File: src/rtl/minority_pkg.sv
// minority_pkg: shared constants and the three-input vote helper.
//   CNT_W_DEFAULT : default width of the per-input dissent counters.
//   vote3()       : returns {majority, dissent[2:0]} for three input copies.
package minority_pkg;

  localparam int CNT_W_DEFAULT = 8;

  // The majority is computed as a0 ? (a1|a2) : (a1&a2).
  // Dissent is each input XORed with the majority. When all three
  // inputs agree, every XOR is 0. When they do not agree, exactly
  // one input differs from the 2-of-3 result, so the flag is one-hot.
  function automatic logic [3:0] vote3(input logic a0, input logic a1, input logic a2);
    logic       maj;
    logic [2:0] dis;
    maj = a0 ? (a1 | a2) : (a1 & a2);
    dis = {a2 ^ maj, a1 ^ maj, a0 ^ maj};
    return {maj, dis};
  endfunction

endpackage

File: src/rtl/minority_sat_counter.sv
// sat_counter: W-bit up counter that sticks at all-ones.
//   clk   : rising-edge clock
//   rst_n : synchronous active-low reset (count -> 0)
//   clr   : synchronous clear (count -> 0), lower priority than reset
//   inc   : increment by one when not already saturated
//   cnt   : current count
module sat_counter #(
  parameter int W = 8
) (
  input  logic         clk,
  input  logic         rst_n,
  input  logic         clr,
  input  logic         inc,
  output logic [W-1:0] cnt
);

  always_ff @(posedge clk) begin
    if (!rst_n) begin
      cnt <= '0;
    end else if (clr) begin
      cnt <= '0;
    end else if (inc && (cnt != {W{1'b1}})) begin
      cnt <= cnt + W'(1);
    end
  end

endmodule

File: src/rtl/minority.sv
// minority: 2-of-3 bit voter for triple-redundant signals, with a registered
// health-monitoring side. Despite the name, y is the MAJORITY of the inputs.
//   a0, a1, a2 : redundant copies of one bit
//   y          : combinational majority (independent of clock/reset/en/clr)
//   clk, rst_n : rising-edge clock, synchronous active-low reset
//   en         : enables registered-side updates
//   clr        : synchronous clear of dissent flags and counters
//   y_q        : registered majority
//   dissent_q  : registered one-hot flag of the input that disagrees (000 if unanimous)
//   cnt0_q..cnt2_q : saturating per-input dissent counts
// The first four ports are a0, a1, a2, y. A positional hookup that
// connects only those four ports still gives a working combinational voter.
module minority
  import minority_pkg::*;
#(
  parameter int CNT_W = CNT_W_DEFAULT
) (
  input  logic             a0,
  input  logic             a1,
  input  logic             a2,
  output logic             y,
  input  logic             clk,
  input  logic             rst_n,
  input  logic             en,
  input  logic             clr,
  output logic             y_q,
  output logic [2:0]       dissent_q,
  output logic [CNT_W-1:0] cnt0_q,
  output logic [CNT_W-1:0] cnt1_q,
  output logic [CNT_W-1:0] cnt2_q
);

  logic [3:0] vote;
  logic [2:0] dissent;
  logic [2:0] inc;

  assign vote    = vote3(a0, a1, a2);
  assign y       = vote[3];
  assign dissent = vote[2:0];

  // A counter is bumped only on an enabled edge where its input dissents.
  // clr takes precedence inside the counter itself.
  assign inc = {3{en}} & dissent;

  // clr wipes the health state, but y_q still tracks the vote when
  // enabled. The cleared cycle then shows the current output.
  always_ff @(posedge clk) begin
    if (!rst_n) begin
      y_q       <= 1'b0;
      dissent_q <= 3'b000;
    end else if (clr) begin
      dissent_q <= 3'b000;
      if (en) y_q <= y;
    end else if (en) begin
      y_q       <= y;
      dissent_q <= dissent;
    end
  end

  sat_counter #(.W(CNT_W)) u_cnt0 (
    .clk   (clk),
    .rst_n (rst_n),
    .clr   (clr),
    .inc   (inc[0]),
    .cnt   (cnt0_q)
  );

  sat_counter #(.W(CNT_W)) u_cnt1 (
    .clk   (clk),
    .rst_n (rst_n),
    .clr   (clr),
    .inc   (inc[1]),
    .cnt   (cnt1_q)
  );

  sat_counter #(.W(CNT_W)) u_cnt2 (
    .clk   (clk),
    .rst_n (rst_n),
    .clr   (clr),
    .inc   (inc[2]),
    .cnt   (cnt2_q)
  );

endmodule

File: config.mk
export PLATFORM = sky130hd
export DESIGN_NAME = minority
export DESIGN_NICKNAME = d
export VERILOG_FILES = /design/src/rtl/minority_pkg.sv /design/src/rtl/minority_sat_counter.sv /design/src/rtl/minority.sv
export SDC_FILE = /design/constraint.sdc
export NUM_CORES = 1
export LEC_CHECK = 0
export BUFFER_PORTS_ARGS = -buffer_cell sky130_fd_sc_hd__buf_2
export CAP_MARGIN = 20
export CORE_ASPECT_RATIO = 1.75
export CORE_MARGIN = 2
export CORE_UTILIZATION = 55
export CTS_CLUSTER_DIAMETER = 50
export DETAILED_ROUTE_END_ITERATION = 7
export GPL_ROUTABILITY_DRIVEN = 0
export GPL_TIMING_DRIVEN = 0
export PLACE_DENSITY = 0.91
export SLEW_MARGIN = 25
export SYNTH_ARGS = -nofsm -noshare
export SYNTH_HDL_FRONTEND = slang
export SYNTH_SLANG_ARGS = --single-unit
export TNS_END_PERCENT = 30
File: constraint.sdc
create_clock -name clk -period 4.5 [get_ports clk]
set_input_delay 0.225 -clock clk [delete_from_list [all_inputs] [get_ports clk]]
set_output_delay 0.225 -clock clk [all_outputs]
set_load 0.02 [all_outputs]
---- Yosys cells after proc, flatten, opt, wreduce, memory -nomap -nowiden ----
Index checks and enable logic that the tools add are counted.
Widths: inputs -> output; s select.
word-level totals
  output and inout port bits .............. 29
  register bits ........................... 28
  bits of input ports ..................... 7
  word-level logic and storage cells ...... 23
cells by class
  muxes and demuxes ....................... 1
  reductions and logical operators ........ 4
  add/subtract/negate cells ............... 3
  equality and inequality tests ........... 3
  bitwise gates (word level) .............. 7
operators with widths
  cell                 number
  $add 8x1->8 const B  3
  $ne 8x8->1 const B   3
  $and 3x3->3          1
  $logic_and 1x1->1    3
  $xor 1x1->1          3
  $reduce_or 2->1      1
  $and 1x1->1          1
  $mux 1               1
  $not 1->1            1
  $or 1x1->1           1

---- Depth between registers and ports, before layout ----
Gate-level depths: netlist of run 1.
  word-level depth ........................ 5
  gate-level depth with buffers ........... 6
  depth with buffers taken out ............ 5

---- Hierarchy ----
From an unflattened synthesis of run 1, not the netlist that was laid out.
unflattened totals
  cells, all modules ...................... 166
  area total of the unflattened synthesis .. 1491.4 um^2
modules (own cells, without submodules)
  module       sequential area each (um^2)  instances  area each (um^2)  cells an instance
  sat_counter  160.2                        3          421.7             46
  minority     80.1                         1          226.5             28

---- Worst setup path after synthesis of run 1 ----
No wires, ideal clock.
  kind .................................... register to register
  start ................................... register u_cnt2.cnt[0]
  end ..................................... register u_cnt2.cnt[3]
  required time ........................... 4.429 ns
  setup time .............................. 0.071 ns
  arrival time ............................ 1.741 ns
  clock period less this slack ............ 1.812 ns
  setup slack ............................. 2.688 ns
  stages on the path, launching flop included .. 7
  buffers on the path ..................... 1
  cell sequence ........................... dfxtp_1 -> ha_1 -> and4_1 -> and2_1 -> clkbuf_1 -> or4_1 -> a21oi_1
on the way
  cells in the longest elaborated chain, start to end .. 2
  elaborated cells on any way between the ends .. 3
  classes of those cells .................. add/sub: 1; eq/ne: 1; reduce/logical: 1
RTL lines
  element                                              line                        text
  start, declared                                      minority_sat_counter.sv:14  output logic [W-1:0] cnt
  start signal, assigned                               minority_sat_counter.sv:23  cnt <= cnt + W'(1);
  branches (longest 2 deep; another with $add 8x1->8)  n/a
Parallel ways; which one is timed is not known.
A chain may end at the register's enable or synchronous reset.

---- Final worst setup path of run 1 ----
Same ends and word-level chain as after synthesis.

==> results.sh, run 1 <==
export IMPL_yosysSeqAreaShare=0.401
export IMPL_post_route_period_util=0.432
export IMPL_finalSetupViolCount=0
export IMPL_cts_root_buf="clkbuf_8"
export IMPL_p_comb_frac=0.083
export IMPL_hold_violations=0
export IMPL_drv_cap=0
export IMPL_clock_path_buffers=2
export IMPL_clk_pin_slew_ns=0.09
export IMPL_ys_flop_type="dfxtp_1"
export IMPL_synth_most_common_cell="dfxtp_1"
export IMPL_wl_per_cell_um=15.9
export IMPL_drt_total_wl_um=3590
export IMPL_track_usage=0.264
export IMPL_nets=211
export IMPL_synthTopCellsByArea="dfxtp_1 40%, a21oi_1 6.1%, nand3_1 3.2%, and3_1 3.1%, and4_1 3.1%"
export IMPL_max_freq_ghz=0.514
export IMPL_clock_latency_ns=0.27
export IMPL_area_growth_pct=17.8
export IMPL_synth_nets=171
export IMPL_antenna_found_initial=0
export IMPL_cp_max_fo=9
export IMPL_drive_gt1_frac=0.206
export IMPL_drtIter0Drc=29
export IMPL_place_hpwl_um=2720
export IMPL_cts_tree="yes"
export IMPL_fin_setup_tns_ns=0
export IMPL_hold_path_class="input pin to flip-flop"
export IMPL_place_inst=222
export IMPL_post_cts_buffers=0
export IMPL_grt_overflow_total=0
export IMPL_drtAntennaViolNets=0
export IMPL_p_leak_nw=0.685
export IMPL_switching_share=0.234
export IMPL_start_util=0.568
export IMPL_slew_viol_final=0
export IMPL_avgViaCountPerCell=6.50
export IMPL_cts_resized=0
export IMPL_row_count=24
export IMPL_max_slew_margin=0.607
export IMPL_synth_edff_count=0
export IMPL_route_detailed_drc=0
export IMPL_grt_pass1_vias=1477
export IMPL_internal_power_w=0.000321
export IMPL_dieArea_um2=2980
export IMPL_cp_arrival_ns=2.15
export IMPL_power_switching_w=0.0000980
export IMPL_power_frac_seq=0.599
export IMPL_grt_pass1_wl_um=6290
export IMPL_end_kind="flip-flop"
export IMPL_synthArstFlopShare=0
export IMPL_synth_warnings=0
export IMPL_powerDensity_nw_per_um2=254
export IMPL_worst_pin_slew_ns=0.585
export IMPL_syn_inst=161
export IMPL_start_kind="flip-flop"
export IMPL_stdcell_count=225
export IMPL_synth_commonest_cells="28 x dfxtp_1, 17 x a21oi_1, 11 x nand2_1"
export IMPL_finalClockSkew_ns=0.000766
export IMPL_whs_ns=0.198
export IMPL_netlist_area_leader_share=0.401
export IMPL_holdBufCountCts=0
export IMPL_core_um2=2460
export IMPL_die_w_um=42.1
export IMPL_die_h_um=70.7
export IMPL_clkSinkCount=28
export IMPL_yosys_area_top_type="dfxtp_1"
export IMPL_grt_max_degree=15
export IMPL_clkPwrFrac=0.318
export IMPL_io_pins=36
export IMPL_status="completed"
export IMPL_rsz0062_at_grt="false"
export IMPL_port_buffers=35
export IMPL_fin_util=0.669
export IMPL_htreeDepth=1
export IMPL_ir_drop_mv=0.168
export IMPL_syn_area_per_cell_um2=8.69
export IMPL_vias=1462
export IMPL_finalCriticalPeriod_ns=1.95
export IMPL_antenna_cells=0
export IMPL_synth_seq_cells=28
export IMPL_cp_required_ns=4.70
export IMPL_worstSetupPathType="flip-flop to flip-flop"
export IMPL_synth_area_um2=1400
export IMPL_cts_buffers=3
export IMPL_firstDrtPassIters=4
export IMPL_synth_cell_types=45
==> placed cells by master (no fill, tap or decap), drive strengths merged, types with 5 or more instances in the layout <==
master / instances
buf: 36
dfxtp: 28
a21oi: 17
nand2: 11
nand3: 9
and3: 7
o21ai: 7
clkbuf: 7
nor2: 6
and4: 5
nor3: 5
o41ai: 5
==> path summary, 6_finish.rpt <==
| check | start | end | slack (ns) | cells past startpoint |
|---|---|---|---|---|
| min reg2reg | dissent_q[2]$_SDFFE_PP0P_ | dissent_q[2]$_SDFFE_PP0P_ | 0.47 | 2 |
| min | rst_n | y_q$_SDFFE_PN0P_ | 0.20 | 2 |
| max | u_cnt2.cnt[0]$_SDFFE_PP0P_ | u_cnt2.cnt[3]$_SDFFE_PP0P_ | 2.55 | 6 |
| max reg2reg | u_cnt2.cnt[0]$_SDFFE_PP0P_ | u_cnt2.cnt[3]$_SDFFE_PP0P_ | 2.55 | 6 |
==> through the flow <==
step / total power [W] / area (um2) / setup WS, ns
6_report: 0.000419 / 1650 / 2.55
5_1_grt: 0.000436 / 1650 / 2.43
4_1_cts: 0.000423 / 1650 / 2.55
3_5_place_dp: 0.000291 / 1610 / 2.58
3_3_place_gp: 0.000289 / 1610 / 2.67
2_1_floorplan: 0.000278 / 1400 / 2.69
==> layout make-up <==
| type | count | area [um2] |
|---|---|---|
| plain buffers | 5 | 20.0 |
| clock buffers | 3 | 41.3 |
| fillers | 214 | 815 |
| inverters | 4 | 15.0 |
| multi-input cells | 124 | 803 |
| flip-flops and latches | 28 | 561 |
| well taps | 26 | 32.5 |
| repair buffers | 35 | 175 |
==> metal layers <==
metal,track usage,up-vias,routed length [um]
met5,0,-,0
met4,0.125,0,43
met3,0.0306,4,117
met2,0.507,35,2080
met1,0.273,717,1340
li1,-,706,-
==> kinds of logic after synthesis <==
family / Yosys count / share of synthesized area
simple gates: 71 / 0.301
compound gates: 46 / 0.218
flops: 28 / 0.401
buf+inv: 9 / 0.0250
fa+ha+maj: 4 / 0.0340
mux: 2 / 0.0143
xor+xnor: 1 / 0.00626
==> sequential cells by signal, indices dropped and copies added, names as in the netlist <==
register / flops
u_cnt1.cnt: 8
u_cnt0.cnt: 8
dissent_q: 3
y_q: 1
u_cnt2.cnt: 8
==> critical path, stage by stage, from the launching register on <==
cell      delay (ns)
dfxtp_1         0.36
ha_1            0.26
and4_1          0.25
and2_1          0.16
clkbuf_1        0.18
or4_1           0.51
a21oi_1         0.17
==> power groups by stage <==
stage | Sequential [W] | Combinational (W) | Clock (W)
global placement | 0.000257 | 0.0000327 | 0
detailed placement | 0.000257 | 0.0000343 | 0
global route | 0.000251 | 0.0000381 | 0.000147
finish | 0.000251 | 0.0000348 | 0.000133
CTS | 0.000251 | 0.0000346 | 0.000137
floorplan | 0.000259 | 0.0000188 | 0
No activity file was read; power rests on OpenSTA's default activity.
==> run 2, diff against run 1 <==
--- a/config.mk
+++ b/config.mk
@@ -9,12 +9,12 @@
 export CAP_MARGIN = 20
 export CORE_ASPECT_RATIO = 1.75
 export CORE_MARGIN = 2
-export CORE_UTILIZATION = 55
+export CORE_UTILIZATION = 47
 export CTS_CLUSTER_DIAMETER = 50
 export DETAILED_ROUTE_END_ITERATION = 7
 export GPL_ROUTABILITY_DRIVEN = 0
 export GPL_TIMING_DRIVEN = 0
-export PLACE_DENSITY = 0.91
+export PLACE_DENSITY = 0.84
 export SLEW_MARGIN = 25
 export SYNTH_ARGS = -nofsm -noshare
 export SYNTH_HDL_FRONTEND = slang
==> constraint.sdc (replaced) <==
create_clock -name clk -period 1.7 [get_ports clk]
set_input_delay 0.085 -clock clk [delete_from_list [all_inputs] [get_ports clk]]
set_output_delay 0.085 -clock clk [all_outputs]
set_load 0.02 [all_outputs]
==> results.sh, run 2 (same netlist as run 1, synthesis figures left out) <==
export IMPL_status="completed"
export IMPL_clkPwrFrac=0.330
export IMPL_start_util=0.483
export IMPL_wl_per_cell_um=14.6
export IMPL_post_route_period_util=0.989
export IMPL_grt_pass1_vias=1317
export IMPL_core_um2=2900
export IMPL_final_common_cell="buf_2"
export IMPL_slew_viol_final=0
export IMPL_track_usage=0.208
export IMPL_switching_share=0.238
export IMPL_worstSetupPathType="flip-flop to flip-flop"
export IMPL_drt_total_wl_um=3370
export IMPL_firstDrtPassIters=4
export IMPL_rsz0062_at_grt="true"
export IMPL_top_regs="u_cnt0.cnt: 8 flops, u_cnt1.cnt: 8 flops, u_cnt2.cnt: 8 flops"
export IMPL_cp_required_ns=1.91
export IMPL_cp_max_fo=9
export IMPL_route_detailed_drc=0
export IMPL_power_switching_w=0.000268
export IMPL_start_kind="flip-flop"
export IMPL_die_w_um=45.2
export IMPL_crit_path_max_incr_delay_ns=0.48
export IMPL_max_slew_margin=0.635
export IMPL_io_pins=36
export IMPL_power_frac_seq=0.587
export IMPL_avgViaCountPerCell=6.29
export IMPL_seqCellArea_um2=568
export IMPL_drv_cap=0
export IMPL_powerDensity_nw_per_um2=652
export IMPL_p_leak_nw=0.709
export IMPL_row_count=26
export IMPL_die_h_um=76.2
export IMPL_cp_arrival_ns=1.89
export IMPL_crit_family="simple AND/OR/NAND/NOR gates"
export IMPL_area_growth_pct=23.4
export IMPL_finalSetupViolCount=0
export IMPL_nets=213
export IMPL_grt_pass1_wl_um=5710
export IMPL_clk_pin_slew_ns=0.09
export IMPL_max_freq_ghz=0.595
export IMPL_grt_overflow_total=0
export IMPL_ir_drop_mv=0.446
export IMPL_end_kind="flip-flop"
export IMPL_drtIter0Drc=53
export IMPL_clkSinkCount=28
export IMPL_pre_cts_ws_ns=-0.0407
export IMPL_finalCriticalPeriod_ns=1.68
export IMPL_antenna_found_initial=0
export IMPL_fin_setup_tns_ns=0
export IMPL_cts_root_buf="clkbuf_8"
export IMPL_holdBufCountCts=0
export IMPL_multiInputGateArea_um2=842
export IMPL_cts_buffers=3
export IMPL_path_cells="ha_4 -> and4_4 -> and2_4 -> buf_8 -> or4_4 -> a21oi_2"
export IMPL_worst_slack_ns=0.0192
export IMPL_internal_power_w=0.000858
export IMPL_p_comb_frac=0.083
export IMPL_hold_path_class="input pin to flip-flop"
export IMPL_hold_violations=0
export IMPL_htreeDepth=1
export IMPL_nFillCells=275
export IMPL_clock_latency_ns=0.27
export IMPL_power_w=0.00113
export IMPL_clock_path_buffers=2
export IMPL_finalClockSkew_ns=0.00515
export IMPL_port_buffers=35
export IMPL_vias=1446
export IMPL_place_hpwl_um=2480
export IMPL_critPathSlowestCell="or4_4"
export IMPL_mostFrequentLayoutCells="36 x buf_2, 26 x dfxtp_1, 15 x a21oi_1"
export IMPL_worst_pin_slew_ns=0.544
export IMPL_drtAntennaViolNets=0
export IMPL_antenna_cells=0
export IMPL_drive_gt1_frac=0.267
export IMPL_cts_tree="yes"
export IMPL_dieArea_um2=3450
export IMPL_grt_max_degree=16
export IMPL_worst_path_buf_inv=1
==> run 2: through the flow <==
step,utilization,hold WS [ns],cells,area (um2)
floorplan,-,0.213,161,1430
global placement,0.565,0.324,224,1640
detailed placement,0.565,0.352,224,1640
CTS,0.588,0.0464,230,1700
global route,0.596,0.0712,230,1730
finish,0.596,0.0525,230,1730
==> run 2: final timing paths <==
check	cells past startpoint	start	slack, ns	end
worst max-delay path	6	u_cnt2.cnt[1]$_SDFFE_PP0P_	0.02	u_cnt2.cnt[4]$_SDFFE_PP0P_
worst min register to register	2	dissent_q[2]$_SDFFE_PP0P_	0.47	dissent_q[2]$_SDFFE_PP0P_
worst max register to register	6	u_cnt2.cnt[1]$_SDFFE_PP0P_	0.02	u_cnt2.cnt[4]$_SDFFE_PP0P_
worst min-delay path	2	rst_n	0.05	y_q$_SDFFE_PN0P_
==> run 2: power groups by stage <==
stage | Sequential (W) | Combinational [W] | Clock (W)
after CTS | 0.000662 | 0.0000915 | 0.000384
after floorplan | 0.000685 | 0.0000498 | 0
after detailed placement | 0.000679 | 0.0000897 | 0
after global placement | 0.000679 | 0.0000882 | 0
after global routing | 0.000663 | 0.000104 | 0.000410
final | 0.000662 | 0.0000930 | 0.000372
==> run 2: layer usage <==
| metal | global-route usage | wire length, um | up-vias |
|---|---|---|---|
| met3 | 0.0237 | 139 | 2 |
| met4 | 0.0706 | 19 | 0 |
| li1 | - | - | 710 |
| met1 | 0.239 | 1330 | 693 |
| met2 | 0.373 | 1880 | 41 |
| met5 | 0 | 0 | - |
==> run 2: layout make-up <==
cell class                 instances  area share
buffer                             5      0.0181
inverter                           4     0.00870
sequential                        28       0.329
clock buffer                       4      0.0261
tap                               28      0.0203
timing repair buffer              37       0.110
multi-input combinational        124       0.488
==> run 2: timing repair <==
item,CTS,global route
pin swaps,2,0
setup endpoints to repair,2,6
setup buffers,2,0
gates resized for setup,2,7
